`config.mk`:
```
export PLATFORM = sky130hd
export DESIGN_NAME = serial_frame_rx_flat
export DESIGN_NICKNAME = d
export VERILOG_FILES = /design/src/rtl/serial_frame_rx_if.sv /design/src/rtl/serial_frame_rx.sv /design/src/flat_wrapper.sv
export SDC_FILE = /design/constraint.sdc
export NUM_CORES = 1
export LEC_CHECK = 0
export ABC_CLOCK_PERIOD_IN_PS = 1800
export BUFFER_PORTS_ARGS = -buffer_cell sky130_fd_sc_hd__buf_2
export CAP_MARGIN = 20
export CORE_MARGIN = 2
export CORE_UTILIZATION = 45
export DETAILED_ROUTE_END_ITERATION = 10
export GPL_TIMING_DRIVEN = 1
export PLACE_DENSITY = 0.66
export SLEW_MARGIN = 20
export SYNTH_ARGS = -nofsm -noshare
export SYNTH_HDL_FRONTEND = slang
export SYNTH_SLANG_ARGS = --single-unit
```
`constraint.sdc`:
```
create_clock -name clk -period 1.8 [get_ports clk]
set_clock_uncertainty 0.1 [all_clocks]
set_input_delay 0 -clock clk [delete_from_list [all_inputs] [get_ports clk]]
set_output_delay 0 -clock clk [all_outputs]
set_load 0.03 [all_outputs]
```
`src/rtl/serial_frame_rx_if.sv`:
```
// Output port of serial_frame_rx: received word with valid/ready handshake.
//   out_data  : received word
//   out_valid : out_data holds an unconsumed word
//   out_ready : consumer accepts the word when high together with out_valid
//   out_perr  : parity error flag belonging to the word on out_data
interface serial_frame_rx_if #(
  parameter int unsigned W = 4
);
  logic [W-1:0] out_data;
  logic         out_valid;
  logic         out_ready;
  logic         out_perr;

  // Producer side (the receiver)
  modport master (
    output out_data,
    output out_valid,
    output out_perr,
    input  out_ready
  );

  // Consumer side
  modport slave (
    input  out_data,
    input  out_valid,
    input  out_perr,
    output out_ready
  );
endinterface

```
`src/rtl/serial_frame_rx.sv`:
```
// Serial frame receiver fed by the shift register MSB output.
// Frame: start(0), W data bits LSB first, optional parity, stop(1).
//   clk, rst_n : clock, synchronous active-low reset
//   sin        : serial data bit, sampled only when sample_en is high
//   sample_en  : bit strobe
//   out_if     : word output (data, valid, ready, perr)
//   frame_err  : sticky, stop bit sampled as 0
//   overrun    : sticky, good frame completed while holding register full
//   err_clr    : clears frame_err and overrun (a coincident set wins)
//   busy       : FSM not in IDLE
module serial_frame_rx #(
  parameter int unsigned W      = 4,
  parameter int unsigned PARITY = 1
) (
  input  logic                  clk,
  input  logic                  rst_n,
  input  logic                  sin,
  input  logic                  sample_en,
  serial_frame_rx_if.master     out_if,
  output logic                  frame_err,
  output logic                  overrun,
  input  logic                  err_clr,
  output logic                  busy
);

  localparam int unsigned CW = $clog2(W + 1);

  typedef enum logic [1:0] {
    IDLE = 2'd0,
    DATA = 2'd1,
    PAR  = 2'd2,
    STOP = 2'd3
  } state_e;

  state_e         state_q,     state_d;
  logic [CW-1:0]  cnt_q,       cnt_d;
  logic [W-1:0]   shift_q,     shift_d;
  logic           perr_pend_q, perr_pend_d;
  logic [W-1:0]   data_q,      data_d;
  logic           valid_q,     valid_d;
  logic           perr_q,      perr_d;
  logic           ferr_q,      ferr_d;
  logic           ovr_q,       ovr_d;
  logic           busy_q,      busy_d;

  logic           take_c;
  logic           par_x_c;

  // Next-state and output computation
  always_comb begin
    state_d     = state_q;
    cnt_d       = cnt_q;
    shift_d     = shift_q;
    perr_pend_d = perr_pend_q;
    data_d      = data_q;
    valid_d     = valid_q;
    perr_d      = perr_q;
    ferr_d      = ferr_q;
    ovr_d       = ovr_q;
    take_c      = valid_q & out_if.out_ready;
    par_x_c     = ^{shift_q, sin};

    if (take_c) valid_d = 1'b0;

    // Clear first so that a set event later in this block wins
    if (err_clr) begin
      ferr_d = 1'b0;
      ovr_d  = 1'b0;
    end

    if (sample_en) begin
      unique case (state_q)
        IDLE: begin
          if (!sin) begin
            state_d     = DATA;
            cnt_d       = '0;
            perr_pend_d = 1'b0;
          end
        end
        DATA: begin
          for (int unsigned i = 0; i < W; i++) begin
            if (cnt_q == CW'(i)) shift_d[i] = sin;
          end
          cnt_d = cnt_q + CW'(1);
          if (cnt_q == CW'(W - 1)) state_d = (PARITY != 0) ? PAR : STOP;
        end
        PAR: begin
          perr_pend_d = (PARITY == 2) ? ~par_x_c : par_x_c;
          state_d     = STOP;
        end
        STOP: begin
          if (sin) begin
            // Load if the holding register is free or drains this cycle
            if (!valid_q || take_c) begin
              data_d  = shift_q;
              perr_d  = perr_pend_q;
              valid_d = 1'b1;
            end else begin
              ovr_d = 1'b1;
            end
          end else begin
            ferr_d = 1'b1;
          end
          state_d = IDLE;
        end
        default: state_d = IDLE;
      endcase
    end

    busy_d = (state_d != IDLE);
  end

  // State and output registers
  always_ff @(posedge clk) begin
    if (!rst_n) begin
      state_q     <= IDLE;
      cnt_q       <= '0;
      shift_q     <= '0;
      perr_pend_q <= 1'b0;
      data_q      <= '0;
      valid_q     <= 1'b0;
      perr_q      <= 1'b0;
      ferr_q      <= 1'b0;
      ovr_q       <= 1'b0;
      busy_q      <= 1'b0;
    end else begin
      state_q     <= state_d;
      cnt_q       <= cnt_d;
      shift_q     <= shift_d;
      perr_pend_q <= perr_pend_d;
      data_q      <= data_d;
      valid_q     <= valid_d;
      perr_q      <= perr_d;
      ferr_q      <= ferr_d;
      ovr_q       <= ovr_d;
      busy_q      <= busy_d;
    end
  end

  assign out_if.out_data  = data_q;
  assign out_if.out_valid = valid_q;
  assign out_if.out_perr  = perr_q;
  assign frame_err        = ferr_q;
  assign overrun          = ovr_q;
  assign busy             = busy_q;

endmodule

```
`src/flat_wrapper.sv`:
```
// flat-port wrapper written by rule: the top's interface ports become plain ports
module serial_frame_rx_flat 
#(
  parameter int unsigned W      = 4,
  parameter int unsigned PARITY = 1
)
  (clk, rst_n, sin, sample_en, frame_err, overrun, err_clr, busy, out_if_out_data, out_if_out_valid, out_if_out_perr, out_if_out_ready);
  serial_frame_rx_if #(.W(W)) out_if_i ();
  input  logic clk;
  input  logic rst_n;
  input  logic sin;
  input  logic sample_en;
  output logic frame_err;
  output logic overrun;
  input  logic err_clr;
  output logic busy;
  output wire logic [$bits(out_if_i.out_data)-1:0] out_if_out_data;
  output wire logic [$bits(out_if_i.out_valid)-1:0] out_if_out_valid;
  output wire logic [$bits(out_if_i.out_perr)-1:0] out_if_out_perr;
  input wire logic [$bits(out_if_i.out_ready)-1:0] out_if_out_ready;
  assign out_if_out_data = out_if_i.out_data;
  assign out_if_out_valid = out_if_i.out_valid;
  assign out_if_out_perr = out_if_i.out_perr;
  assign out_if_i.out_ready = out_if_out_ready;
  serial_frame_rx #(.W(W), .PARITY(PARITY)) u_core (.clk(clk), .rst_n(rst_n), .sin(sin), .sample_en(sample_en), .out_if(out_if_i), .frame_err(frame_err), .overrun(overrun), .err_clr(err_clr), .busy(busy));
endmodule
```
==> results.md, run 1 <==
* Status: finished, final reports clean
* Layout Cells excl Fill at 152
* Cts hold-fix bufs at 6
* Post-CTS Setup Inserts at 0
* Hold Path Sink: u_core.out_if.out_data[0]
* Synth Cell Area at 919.6 um2
* Leakage Power at 0.4357 nW
* Diodes inserted at 0
* DRC Markers at 0
* Cell Pwr Density at 654.4 mW/mm2
* Min Tclk post-route at 1670 ps
* EDFF count, synth at 0
* Worst R2R Setup Slack at 130 ps
* CTS clk-pin slew, worst paths at 110 ps
* Crit-path slowest cell: dfxtp_1
* Stages on worst setup path at 4
* Row cnt at 16
* Initial antenna violation count at 0
* Total Routing Usage GR at 15.92%
* Post-placement cell area at 989.7 um2
* Boundary Pins at 15
* Final worst-path cycle share at 92.78%
* Ys Warns at 0
* Area occupied by multi-input gates at 475.5 um2
* Total CTS buffers at 3
* Crit end category: register
* F_max at 598.8 MHz
* Post_cts resized at 0
* Worst hold path type: register to register
* Largest net degree at the start of global routing at 17
* CP arrival at 1810 ps
* Final hold vios at 0
* CP Class: register to register
* CTS tree: done
* Unrepaired setup endpoints after global routing: no
* Min-delay src: u_core.out_if.out_data[0]
* Asr flop ratio synth at 0%
* Routed wire length at 1753 um
* Crit path max fanout at 12
* Data required, critical path at 1940 ps
* Final GP Congestion at 0.7008
* Die Height at 49.21 um
* R2R Path Start: u_core.state_q[0]
* Sequential fraction of the synthesis area at 41.36%
* DP Wirelength at 1245 um
* Die area at 0.002421 mm2
* Root Buffer: clkbuf_4
* Via count at 778
* Reg area at 380.4 um2
* Share of layout cells above drive strength 1 at 15.20%
* Final setup violation count at 0
* Fill cells at 208
* Post-Syn Instances at 107
* Area Growth Syn to Fin at 17.14%
* Initial cell density of the core at 47.36%
* CP Buf/Inv Count at 1
* Core box area at 0.001942 mm2
* Die width at 49.21 um
* Yosys cell types at 27
* CP peak stage delay at 550 ps
* PortBufs at 14
* Setup Total Neg Slack at 0 ps
* MaxCap Viol Count at 0
* Post-synthesis net count at 118
* Dpl cells at 142
* DR iter-0 viols at 20
* Startpoint class of the critical path: register
* Synth Area per Inst at 8.595 um2
* Worst Max-Slew Pin Slew at 504.5 ps
* Slew HR at 66.33%
* VDD IR max at 0.0004219 V
* Yosys reg bits at 19
* Top cell family by delay on the critical path: flip-flops
* Total grt overflow at 0
* CTS H-Tree Depth at 1
* Nets at 137
* Vias in the first global route at 730
* Clock Latency Late Sink at 290 ps
* Antenna-violating nets left at 0
* Util after Layout at 55.48%
* Max-slew violations at 0
* Post-Layout Inst Area at 0.001077 mm2
* First-pass GRT wire length at 3070 um
* Final setup margin at 130.0 ps
* Crit-path cells: nand3_1 -> o22ai_1 -> and2_1 -> dlygate4sd3_1
* Hold Crit Depth at 2
* Clock sink count at 19
* Avg WL per Cell at 11.53 um
* Vias/cell at 5.118
* Dpl ws at 451.0 ps
* Crit Reg-Reg Endpoint: u_core.frame_err
* Main flop type after synthesis: dfxtp_1
* Worst reg2reg path depth at 4
* DR pass1 iterations at 4
* Longest Clk Path Bufs at 2
-- how the worst max path moves through the flow --
stage | startpoint | to
floorplan | u_core.shift_q[2] | u_core.perr_pend_q
global placement | u_core.shift_q[2] | u_core.perr_pend_q
detailed placement | u_core.state_q[0] | u_core.out_if.out_data[3]
CTS | u_core.state_q[0] | u_core.frame_err
global route | u_core.state_q[0] | u_core.frame_err
finish | u_core.state_q[0] | u_core.frame_err
-- flip-flops by register name (all words and copies together), names as in the netlist --
register and count:
u_core.perr_pend_q 1, u_core.cnt_q 3, u_core.frame_err 1, u_core.out_if.out_valid 1, u_core.out_if.out_data 4, u_core.busy 1, u_core.overrun 1, u_core.shift_q 4
u_core.state_q 2, u_core.out_if.out_perr 1
-- worst reg2reg max path, delay by kind of cell, from the launching register on --
family | cells | cell delay (ps)
AND/OR/NAND/NOR | 2 | 290
AO/OA/AOI/OAI | 1 | 140
flip-flops | 1 | 550
buffers and inverters | 1 | 540
-- per-stage QoR --
step	power, mW	hold WS, ps
after global placement	0.4910	163.8
final	0.7050	383.3
after detailed placement	0.4923	168.4
after global routing	0.7482	398.6
after CTS	0.7175	386.5
after floorplan	0.4792	21.71
-- power by group --
group          switching [mW]  leakage, nW  internal (mW)
registers             0.00695        0.154          0.425
logic                  0.0329        0.265         0.0259
clock network           0.131       0.0177         0.0826
total                   0.171        0.436          0.534
-- layout make-up --
type | count | area share, %
clock inverters | 1 | 0.4646
flip-flops and latches | 19 | 35.31
repair buffers | 20 | 12.08
inverters | 8 | 2.787
clock buffers | 3 | 2.091
well taps | 27 | 3.136
multi-input cells | 74 | 44.13
-- placed cells by master, fill, tap and decap left out, types with 2 or more instances in the layout --
cell           count
a21oi_1           16
buf_2             14
clkbuf_4           3
dfxtp_1           19
dlygate4sd3_1      6
ha_1               5
inv_1              8
nand2_1            6
nand2b_1           4
nand3_1           10
nor2_1             2
nor2b_1            5
o21ai_0           12
-- synthesized netlist by cell type, drive strengths merged, types with 2 or more instances --
cell | count | area [um2]
nor2 | 2 | 7.510
o21ai | 12 | 60.06
ha | 5 | 62.56
dfxtp | 19 | 380.4
buf | 5 | 30.02
nor2b | 5 | 31.28
inv | 8 | 30.03
a21oi | 16 | 80.08
nand2 | 6 | 22.52
nand2b | 4 | 25.02
nand3 | 10 | 50.05
-- logic make-up after synthesis --
group / share of synthesized area [%]
AOI/OAI and AO/OA: 18.91
DFF: 41.36
adders and majority gates: 6.803
and+or+nand+nor: 21.63
xor gates and xnor gates: 4.354
buffers and inverters: 6.938
-- per-layer routing --
metal	track usage, %	share of wire (%)	vias to the layer above
li1	-	-	407
met1	20.65	48	362
met2	27.03	49	9
met3	2.761	3.1	0
met4	4.286	0	0
met5	0	0	-
Power figures use the tool's default switching activity.
==> inputs of run 2 (changes only) <==
Settings changed: BUFFER_PORTS_ARGS -buffer_cell sky130_fd_sc_hd__buf_2 to -buffer_cell sky130_fd_sc_hd__clkbuf_2, CELL_PAD_IN_SITES_DETAIL_PLACEMENT set to 1, CELL_PAD_IN_SITES_GLOBAL_PLACEMENT set to 1, CORE_UTILIZATION 45 to 30, PLACE_DENSITY 0.66 to unset, PLACE_DENSITY_LB_ADDON set to 0.1.
==> run 2 against run 1 <==
Net effect:
- critical path depth decreased by 1
- sequential cell count stayed put
- non-clock buffer count is 3 lower
- maximum frequency is 17% higher
- first-iteration DRC count down 25%
- final area decreased by 2.2%
- worst setup slack improved by 240 ps
- combinational power is 4.1% lower
- worst hold slack worse by 360 ps
- register-to-register slack gained 240 ps
- total power increased by 1.5%
- die area up 46%
- critical path type unchanged
- largest power group unchanged
==> results.md, run 2 (same netlist as run 1, synthesis figures left out) <==
* Status: finished, final reports clean
* Total CTS buffers at 3
* Crit path max fanout at 12
* Total Routing Usage GR at 13.50%
* PortBufs at 14
* Nets at 134
* Clock Latency Late Sink at 300 ps
* Initial antenna violation count at 0
* Routed wire length at 2136 um
* Slew HR at 64.40%
* Crit Reg-Reg Endpoint: u_core.out_if.out_data[2]
* Final worst-path cycle share at 79.29%
* Crit end category: register
* Unrepaired setup endpoints after global routing: no
* Fin Hold WS at 22.86 ps
* Cell Pwr Density at 679.0 mW/mm2
* Commonest non-fill, non-tap cells in the layout: dfxtp_1 (19), a21oi_1 (16), clkbuf_2 (14), o21ai_0 (12), nand3_1 (10)
* Overall power at 715.3 uW
* DP Wirelength at 1509 um
* Top cell family by delay on the critical path: flip-flops
* DR iter-0 viols at 15
* Final setup margin at 372.7 ps
* CP peak stage delay at 560 ps
* Worst Max-Slew Pin Slew at 533.4 ps
* Clock sink count at 19
* Layout Cells excl Fill at 155
* Crit-path cells: nand4_1 -> o21ai_0 -> a21oi_1
* Worst R2R Setup Slack at 370 ps
* CTS clk-pin slew, worst paths at 120 ps
* Row cnt at 20
* Vias/cell at 5.019
* Share of layout cells above drive strength 1 at 14.75%
* CP Buf/Inv Count at 0
* MaxCap Viol Count at 0
* Data required, critical path at 1880 ps
* Max-slew violations at 0
* Vias in the first global route at 758
* Dpl cells at 148
* Hold Crit Depth at 3
* Die Height at 59.37 um
* DR pass1 iterations at 2
* DRC Markers at 0
* Total grt overflow at 0
* Worst hold path type: input pin to register
* Post-CTS Setup Inserts at 0
* Longest Clk Path Bufs at 2
* Final setup violation count at 0
* Commonest non-fill, non-tap cell in the layout: dfxtp_1
* Crit-path slowest cell: dfxtp_1
* F_max at 700.6 MHz
* CTS H-Tree Depth at 1
* CP arrival at 1500 ps
* Die width at 59.37 um
* Avg WL per Cell at 13.78 um
* Final GP Congestion at 0.6937
* Final hold vios at 0
* Area Growth Syn to Fin at 14.56%
* Boundary Pins at 15
* CTS tree: done
* Startpoint class of the critical path: register
* Die area at 0.003524 mm2
* VDD IR max at 0.0004651 V
* Min-delay src: sample_en
* Via count at 778
* Leakage Power at 0.4106 nW
* Setup Total Neg Slack at 0 ps
* R2R Path Start: u_core.state_q[0]
* Initial cell density of the core at 30.88%
* Antenna-violating nets left at 0
* First-pass GRT wire length at 3539 um
* Worst reg2reg path depth at 3
* Hold Path Sink: u_core.state_q[1]
* Root Buffer: clkbuf_4
* Largest net degree at the start of global routing at 17
* Diodes inserted at 0
* Min Tclk post-route at 1427 ps
* Core box area at 0.002978 mm2
* Dpl ws at 372.9 ps
* CP Class: register to register
run 2: changes by cell type in the layout (fill, tap and decap cells not counted):
cell	previous run	this run
buf_2	14	0
clkbuf_2	0	14
dlygate4sd3_1	6	3
clkbuf_1	0	1
clkinv_2	1	0
run 2: power breakdown:
part / total [mW] / switching (mW) / leakage, nW / internal [mW]
sequential: 0.433 / 0.00720 / 0.154 / 0.425
combinational: 0.0564 / 0.0336 / 0.242 / 0.0228
clock: 0.226 / 0.140 / 0.0150 / 0.0864
run 2: how the worst max path moves through the flow:
stage                                endpoint  slack (ps)         startpoint  depth (start not counted)
floorplan                  u_core.perr_pend_q         530  u_core.shift_q[2]                          3
global placement    u_core.out_if.out_data[0]         450  u_core.state_q[0]                          3
finish              u_core.out_if.out_data[2]         370  u_core.state_q[0]                          3
CTS                 u_core.out_if.out_data[2]         340  u_core.state_q[0]                          3
detailed placement  u_core.out_if.out_data[2]         370  u_core.state_q[0]                          3
global route        u_core.out_if.out_data[0]         230  u_core.state_q[0]                          3
run 2: layout make-up:
class	instances	area [um2]
Multi-Input combinational cell	74	475.5
Inverter	8	30.03
Clock buffer	4	26.28
Timing Repair Buffer	17	100.1
Tap cell	33	41.29
Sequential cell	19	380.4
Fill cell	347	1924
run 2: through the flow:
step           cell area, um2  util, %
2_1_floorplan           919.6        -
3_3_place_gp            997.2    33.49
3_5_place_dp            997.2    33.49
4_1_cts                  1054    35.38
5_1_grt                  1054    35.38
6_report                 1054    35.38
run 2: repair_timing:
| item | 4_1_cts | 5_1_grt |
|---|---|---|
| resized for setup | 0 | 0 |
| hold buffers | 3 | 0 |
| hold endpoints to repair | 8 | 0 |
| setup endpoints to repair | 0 | 0 |
run 2: worst reg2reg max path, cell delays in order (launching register included):
cell and delay [ps]:
dfxtp_1 560, nand4_1 310, o21ai_0 240, a21oi_1 80
run 2: layer usage:
metal | track usage (%) | vias up | part of all wire, %
li1 | - | 403 | -
met1 | 16.71 | 362 | 47
met2 | 22.92 | 11 | 48
met3 | 4.148 | 2 | 4.1
met4 | 2.922 | 0 | 0.94
met5 | 0 | - | 0
